$ cat src/rtl/heading_pid.sv
// Pipelined P+I+D heading controller producing saturated left/right wheel speeds.
// Optional derivative path enabled by defining HEADING_PID_DTERM_EN.
module heading_pid #(
    parameter logic [3:0] P_COEF = 4'd3,
    parameter logic [4:0] D_COEF = 5'd14
) (
    input  logic        clk,
    input  logic        rst_n,
    input  logic [11:0] error,
    input  logic        err_vld,
    input  logic        moving,
    input  logic [9:0]  frwrd,
    output logic [10:0] lft_spd,
    output logic [10:0] rght_spd
);

    logic signed [9:0]  err_sat;
    logic signed [9:0]  err_q;
    logic signed [14:0] integ;
    logic signed [14:0] integ_sum;
    logic               integ_ovf;
    logic signed [13:0] p_term;
    logic signed [13:0] i_term;
    logic signed [13:0] d_term;
    logic signed [13:0] pid;
    logic signed [11:0] corr;
    logic signed [11:0] frwrd_ext;
    logic signed [11:0] lft_sum;
    logic signed [11:0] rght_sum;
    logic        [10:0] lft_sat;
    logic        [10:0] rght_sat;
    logic               unused_pid_lsbs;

    always_comb begin
        if (error[11:9] == 3'b000 || error[11:9] == 3'b111)
            err_sat = error[9:0];
        else if (error[11])
            err_sat = 10'h200;
        else
            err_sat = 10'h1FF;
    end

    // Overflow freezes the integrator rather than clamping it to the rail.
    assign integ_sum = integ + $signed({{5{err_sat[9]}}, err_sat});
    assign integ_ovf = (integ[14] == err_sat[9]) && (integ_sum[14] != integ[14]);

    always_ff @(posedge clk or negedge rst_n) begin
        if (!rst_n) begin
            err_q <= '0;
            integ <= '0;
        end else begin
            if (err_vld)
                err_q <= err_sat;
            if (!moving)
                integ <= '0;
            else if (err_vld && !integ_ovf)
                integ <= integ_sum;
        end
    end

`ifdef HEADING_PID_DTERM_EN
    logic signed [9:0]  prev_err;
    logic signed [7:0]  d_q;
    logic signed [10:0] d_diff;
    logic signed [7:0]  d_sat;

    assign d_diff = $signed({err_sat[9], err_sat}) - $signed({prev_err[9], prev_err});

    always_comb begin
        if (d_diff[10:7] == 4'b0000 || d_diff[10:7] == 4'b1111)
            d_sat = d_diff[7:0];
        else if (d_diff[10])
            d_sat = 8'h80;
        else
            d_sat = 8'h7F;
    end

    always_ff @(posedge clk or negedge rst_n) begin
        if (!rst_n) begin
            prev_err <= '0;
            d_q      <= '0;
        end else begin
            if (err_vld)
                d_q <= d_sat;
            if (!moving)
                prev_err <= '0;
            else if (err_vld)
                prev_err <= err_sat;
        end
    end

    assign d_term = $signed({{6{d_q[7]}}, d_q}) * $signed({9'd0, D_COEF});
`else
    assign d_term = '0;
`endif

    assign p_term = $signed({{4{err_q[9]}}, err_q}) * $signed({10'd0, P_COEF});
    assign i_term = $signed({{5{integ[14]}}, integ[14:6]});
    assign pid    = p_term + i_term + d_term;

    // Floor divide by 8; the 11-bit quotient is sign-extended into the 12-bit mix.
    assign corr            = $signed({pid[13], pid[13:3]});
    assign unused_pid_lsbs = ^pid[2:0];

    assign frwrd_ext = $signed({2'b00, frwrd});
    assign lft_sum   = frwrd_ext + corr;
    assign rght_sum  = frwrd_ext - corr;

    always_comb begin
        if (lft_sum[11] == lft_sum[10])
            lft_sat = lft_sum[10:0];
        else if (lft_sum[11])
            lft_sat = 11'h400;
        else
            lft_sat = 11'h3FF;

        if (rght_sum[11] == rght_sum[10])
            rght_sat = rght_sum[10:0];
        else if (rght_sum[11])
            rght_sat = 11'h400;
        else
            rght_sat = 11'h3FF;
    end

    always_ff @(posedge clk or negedge rst_n) begin
        if (!rst_n) begin
            lft_spd  <= '0;
            rght_spd <= '0;
        end else if (!moving) begin
            lft_spd  <= '0;
            rght_spd <= '0;
        end else begin
            lft_spd  <= lft_sat;
            rght_spd <= rght_sat;
        end
    end

endmodule

$ cat config.mk
export PLATFORM = sky130hd
export DESIGN_NAME = heading_pid
export DESIGN_NICKNAME = d
export VERILOG_FILES = /design/src/rtl/heading_pid.sv
export SDC_FILE = /design/constraint.sdc
export NUM_CORES = 1
export LEC_CHECK = 0
export CAP_MARGIN = 20
export CORE_MARGIN = 5
export CORE_UTILIZATION = 40
export CTS_CLUSTER_DIAMETER = 30
export CTS_CLUSTER_SIZE = 28
export DETAILED_ROUTE_END_ITERATION = 10
export MAX_ROUTING_LAYER = met4
export PLACE_DENSITY = 0.68
export SLEW_MARGIN = 25
export SYNTH_ARGS = -nofsm -noshare
export SYNTH_HDL_FRONTEND = slang
export SYNTH_SLANG_ARGS = --single-unit
export TNS_END_PERCENT = 5
$ cat constraint.sdc
create_clock -name clk -period 11.25 [get_ports clk]
set_input_delay 2.8125 -clock clk [delete_from_list [all_inputs] [get_ports clk]]
set_output_delay 2.8125 -clock clk [all_outputs]
set_load 0.01 [all_outputs]
After elaboration in Yosys (flattened, before gate mapping)
Cells that the tools add are included.
- $add $sub $neg: 4
- multipliers: 1
- divide/modulo/power cells: 0
- order comparisons: 0
- equality and inequality tests: 6
- shift-type cells: 0
- muxes and demuxes: 10
- bitwise operators: 0
- reductions and logical operators: 5
- operators by type and width (operator ; count):
    11-bit two-way mux ; 6
    15-bit two-way mux ; 2
    10-bit two-way mux ; 2
    15-bit by 10-bit adder with 15-bit output ; 1
    13-bit by 9-bit adder with 14-bit output ; 1
    10-bit by 3-bit multiplier with 13-bit output (second input constant) ; 1
    11-bit by 11-bit adder with 12-bit output ; 1
    11-bit by 11-bit subtractor with 12-bit output ; 1
    1-bit == test ; 3
    3-bit == test (second input constant) ; 1
    3-bit zero test ; 1
    1-bit logical AND ; 2
    2-bit by 1-bit != test with 1-bit output (second input constant) ; 1
    1-bit zero test ; 1
    1-bit logical OR ; 1
    1-bit != test ; 1
- flip-flop bits (word level): 47
- latch bits: 0
- bits in writable memories: 0
- ROM bits: 0
- bits of input ports: 26
- output and inout port bits: 22
- word-level logic and storage cells: 30
- memories: 0

Logic depth before layout (Yosys ltp)
- word-level depth: 10
- mapped depth: 20
- mapped depth without buffers: 19

Worst setup path before layout
OpenSTA, ideal clock, no wires.
- path kind: input-to-reg
- start point: input port error[10]
- end point: register integ[10]
- arrival time: 5.605 ns
- path slack: 5.524 ns
- stages: 15
- buffers on the path: 3
- cell sequence: clkbuf_1 buf_1 nor2_1 nor2_1 nor2_1 a21oi_1 ha_1 a21o_1 a2111oi_2 a21boi_2 o311a_1 mux2i_1 a21oi_2 buf_4 a22o_1
- cells in the longest elaborated chain, start to end: 9
- RTL lines (item ; line ; source):
    start: declaration ; 9 ; input logic [11:0] error,
    3-bit == test or 3-bit zero test (tied branches) ; 35 ; if (error[11:9] == 3'b000 || error[11:9] == 3'b111)
    1-bit logical OR (*) ; 35 ;
    10-bit two-way mux (*) ; 35 ;
    net err_sat[7] ; 17 ; logic signed [9:0] err_sat;
    15-bit by 10-bit adder with 15-bit output (*) ; 44 ; assign integ_sum = integ + $signed({{5{err_sat[9]}}, err_sat});
    1-bit != test ; 45 ; assign integ_ovf = (integ[14] == err_sat[9]) && (integ_sum[14] != integ[14]);
    1-bit logical AND ; 45 ;
    1-bit zero test ; 56 ; else if (err_vld && !integ_ovf)
    1-bit logical AND ; 56 ;
    2-bit by 1-bit != test with 1-bit output (no line) ; -- ;
    end signal: assignment ; 57 ; integ <= integ_sum;
    end: declaration ; 19 ; logic signed [14:0] integ;
The timed path passes the listed nets; every way through them passes the cells marked *. The select of a mux whose other input is x is not followed.
A chain may end at the register's enable or synchronous reset.

Worst setup path in the final report
- start point: input port error[11]
- end point: register integ[10]
- cells in the longest elaborated chain, start to end: 9
- RTL lines (item ; line):
    3-bit == test or 3-bit zero test (tied branches) ; 35
    1-bit logical OR ; 35
    10-bit two-way mux (*) ; 35
    net err_sat[0] ; 17
    15-bit by 10-bit adder with 15-bit output (*) ; 44
    1-bit != test ; 45
    1-bit logical AND ; 45
    1-bit zero test ; 56
    1-bit logical AND ; 56
    2-bit by 1-bit != test with 1-bit output (no line) ; --
Marked as above.

==> impl_metrics.env <==
export IMPL_place_congestion=0.8724
export IMPL_seq_area_frac_synth_pct=26.43
export IMPL_final_instance_count_excl_fill=693
export IMPL_detailedRoute_firstIterationViolations=144
export IMPL_timing_max_cap_violations=0
export IMPL_timing_critical_path_from_type="input pin"
export IMPL_cp_num_buf_inv=1
export IMPL_finish_net_count=648
export IMPL_endpoint_kind_of_the_worst_setup_timing_path="flop"
export IMPL_syn_num_nets=610
export IMPL_crit_top_cell="sky130_fd_sc_hd__nor2_1"
export IMPL_grt_util_met3_pct=1.984
export IMPL_crit_family="compound AO/OA/AOI/OAI gates"
export IMPL_wire_length_of_the_first_global_routing_pass_um=17110
export IMPL_cts_repair_timing_setup_buffer_count=0
export IMPL_die_w_um=115.5
export IMPL_clk_path_buf_depth=2
export IMPL_dpl_hpwl_um=8470
export IMPL_timing_final_max_slew_violations=0
export IMPL_yosysWarnings=0
export IMPL_totalWireLength_um=10390
export IMPL_post_synth_cell_area_avg_um2=8.656
export IMPL_setup_total_negative_slack_ns=0
export IMPL_crit_required_ns=11.49
export IMPL_totalPowerFinal_mw=1.411
export IMPL_irDropWorstVdd_v=0.0001307
export IMPL_hp_class="reg -> reg"
export IMPL_drt_pass1_iter_count=4
export IMPL_skew_ns=0.01280
export IMPL_cts_tree="done"
export IMPL_io_buffer_count=47
export IMPL_grt_overflow=0
export IMPL_clkSlewWorstSetupHoldPaths_ns=0.09
export IMPL_number_of_global_route_vias_before_repair=3730
export IMPL_avgRoutedWirePerCell_um=14.99
export IMPL_dpl_cell_area_um2=4999
export IMPL_yosys_area_top_type_share_pct=26.43
export IMPL_grtUsageMet2_pct=29.75
export IMPL_crit_type="in -> reg"
export IMPL_postLayoutCoreUtil_pct=46.74
export IMPL_timing_hold_violations_final=0
export IMPL_floorplan_rows=38
export IMPL_asyncSetResetFlopFracSynth_pct=100.0
export IMPL_synthDominantAreaCellType="sky130_fd_sc_hd__dfrtp_1"
export IMPL_worst_max_slew_pin_slew_ns=1.020
export IMPL_post_synth_num_cell_types=57
export IMPL_yosys_top_cells_count="63 x sky130_fd_sc_hd__inv_1, 59 x sky130_fd_sc_hd__ha_1, 54 x sky130_fd_sc_hd__nor2_1, 47 x sky130_fd_sc_hd__dfrtp_1, 39 x sky130_fd_sc_hd__a21oi_1"
export IMPL_drt_antenna_violating_nets=0
export IMPL_setup_viol=0
export IMPL_antenna_violations_before_repair=0
export IMPL_timing_critical_path_arrival_ns=6.81
export IMPL_post_route_cells_drive_above_1_share_pct=4.702
export IMPL_power_density_nw_per_um2=277.4
export IMPL_timing_slew_headroom_pct=31.40
export IMPL_ys_flop_type="sky130_fd_sc_hd__dfrtp_1"
export IMPL_fin_area_um2=5089
export IMPL_ctsRootBufferMaster="sky130_fd_sc_hd__clkbuf_8"
export IMPL_post_synth_inst_count=514
export IMPL_io_pins=48
export IMPL_initial_utilization_pct=40.86
export IMPL_pin_count_of_the_biggest_net_entering_global_routing=48
export IMPL_cts_sink_count=47
export IMPL_post_cts_resized_instances=0
export IMPL_ys_top_cells_by_area="sky130_fd_sc_hd__dfrtp_1 26%, sky130_fd_sc_hd__ha_1 17%, sky130_fd_sc_hd__inv_1 5.3%"
export IMPL_die_area_um2=13330
export IMPL_critical_path_max_fanout=27
export IMPL_met1_use_gr_pct=18.78
export IMPL_vias_post_dr=3742
export IMPL_ctsHoldBuffers=0
export IMPL_netlist_area_um2=4449
export IMPL_die_height_um=115.5
export IMPL_critical_path_max_stage_delay_ns=1.07
export IMPL_htreeDepth=2
export IMPL_synth_enable_flop_cells=0
export IMPL_leakage_nw=2.443
export IMPL_synth_seq_cells=47
export IMPL_grt_use_total_pct=16.34
export IMPL_synthToLayoutAreaGrowth_pct=14.37
export IMPL_rsz0062_at_grt="false"
export IMPL_remaining_drc_errors=0
export IMPL_finalHoldWorstSlack_ns=0.5379
export IMPL_max_freq_mhz=152.4
export IMPL_fin_crit_ns=6.563
export IMPL_cts_buffers_inserted=5
export IMPL_gr_max_usage_layer="met2"
export IMPL_core_area_um2=10890
export IMPL_final_period_utilization_pct=58.34
export IMPL_run_status="complete, no violations"
export IMPL_clock_latency_ns=0.31
export IMPL_diodes=0
export IMPL_finalWorstSetupSlack_ns=4.687
export IMPL_cp_cell_sequence="clkdlybuf4s50_1, nor2_1, nor2_1, a21oi_1, ha_1, fa_1, a211oi_1, o21ai_1, a21boi_2, o311a_1, mux2i_1, and3_1, a22o_1"
export IMPL_top_count_cell_post_synth="sky130_fd_sc_hd__inv_1"
export IMPL_vias_per_cell=5.400
export IMPL_timing_critical_path_slowest_stage_cell="sky130_fd_sc_hd__clkdlybuf4s50_1"
export IMPL_placedCellCount=685
export IMPL_dp_slack_ns=4.354
[layout make-up]
type                            count  area, um2
Clock inverter                      3      18.77
Tap cell                          140      175.2
Timing Repair Buffer               47      467.9
Clock buffer                        5      68.82
Fill cell                        1065       5799
Inverter                           64      240.2
Multi-Input combinational cell    387       2942
Sequential cell                    47       1176
[cell usage in the layout, fill, tap and decap left out, types with 4 or more instances in the layout]
cell type,netlist,routed
sky130_fd_sc_hd__inv_1,63,63
sky130_fd_sc_hd__ha_1,59,59
sky130_fd_sc_hd__nor2_1,54,54
sky130_fd_sc_hd__dfrtp_1,47,47
sky130_fd_sc_hd__clkdlybuf4s50_1,0,46
sky130_fd_sc_hd__a21oi_1,39,39
sky130_fd_sc_hd__nand2_1,25,25
sky130_fd_sc_hd__xnor2_1,23,23
sky130_fd_sc_hd__a31oi_1,15,15
sky130_fd_sc_hd__a22o_1,14,14
sky130_fd_sc_hd__nand3_1,13,13
sky130_fd_sc_hd__o21ai_0,13,13
sky130_fd_sc_hd__nor3_1,11,11
sky130_fd_sc_hd__fa_1,11,11
sky130_fd_sc_hd__xor2_1,9,9
sky130_fd_sc_hd__mux2_2,9,9
sky130_fd_sc_hd__a21o_1,8,8
sky130_fd_sc_hd__o21a_1,6,6
sky130_fd_sc_hd__or3_1,6,6
sky130_fd_sc_hd__a211oi_1,5,5
sky130_fd_sc_hd__nor2b_1,5,5
sky130_fd_sc_hd__o21ai_1,5,5
sky130_fd_sc_hd__o21bai_1,5,5
sky130_fd_sc_hd__clkbuf_8,0,5
sky130_fd_sc_hd__and2_1,4,4
sky130_fd_sc_hd__a221oi_1,4,4
[sequential cells by signal (all words and copies together) (netlist names)]
name and count:
integ 15, lft_spd 11, rght_spd 11, err_q 10
[cell families after synthesis]
kind of cell,Yosys count,share of synthesized area [%]
compound gates,142,21.94
simple gates,132,13.61
buf+inv,80,7.452
fa+ha+maj,70,21.54
flops,47,26.43
xor+xnor,32,6.299
mux,11,2.728
[worst paths after layout]
kind	endpoint	start	slack [ns]	depth (start not counted)
min in group asynchronous	lft_spd[7]	rst_n	2.50	1
max	integ[10]	error[11]	4.69	13
max in group asynchronous	integ[0]	rst_n	8.34	1
min reg2reg	integ[3]	integ[3]	0.54	1
max reg2reg	lft_spd[6]	err_q[2]	5.60	19
min	integ[3]	integ[3]	0.54	1
[where the power goes]
| part | leakage [nW] | switching [mW] | total, mW | internal (mW) |
|---|---|---|---|---|
| logic | 1.79 | 0.594 | 1.06 | 0.465 |
| clock network | 0.0483 | 0.0625 | 0.106 | 0.0439 |
| registers | 0.600 | 0.0243 | 0.246 | 0.221 |
| total | 2.44 | 0.681 | 1.41 | 0.731 |
[routing by layer]
metal  share of wire, %  vias to the layer above
met5                  0                        -
met4                1.6                        0
met3                4.2                       16
met2                 52                       82
met1                 42                     1768
li1                   -                     1876
Power figures use the tool's default switching activity.
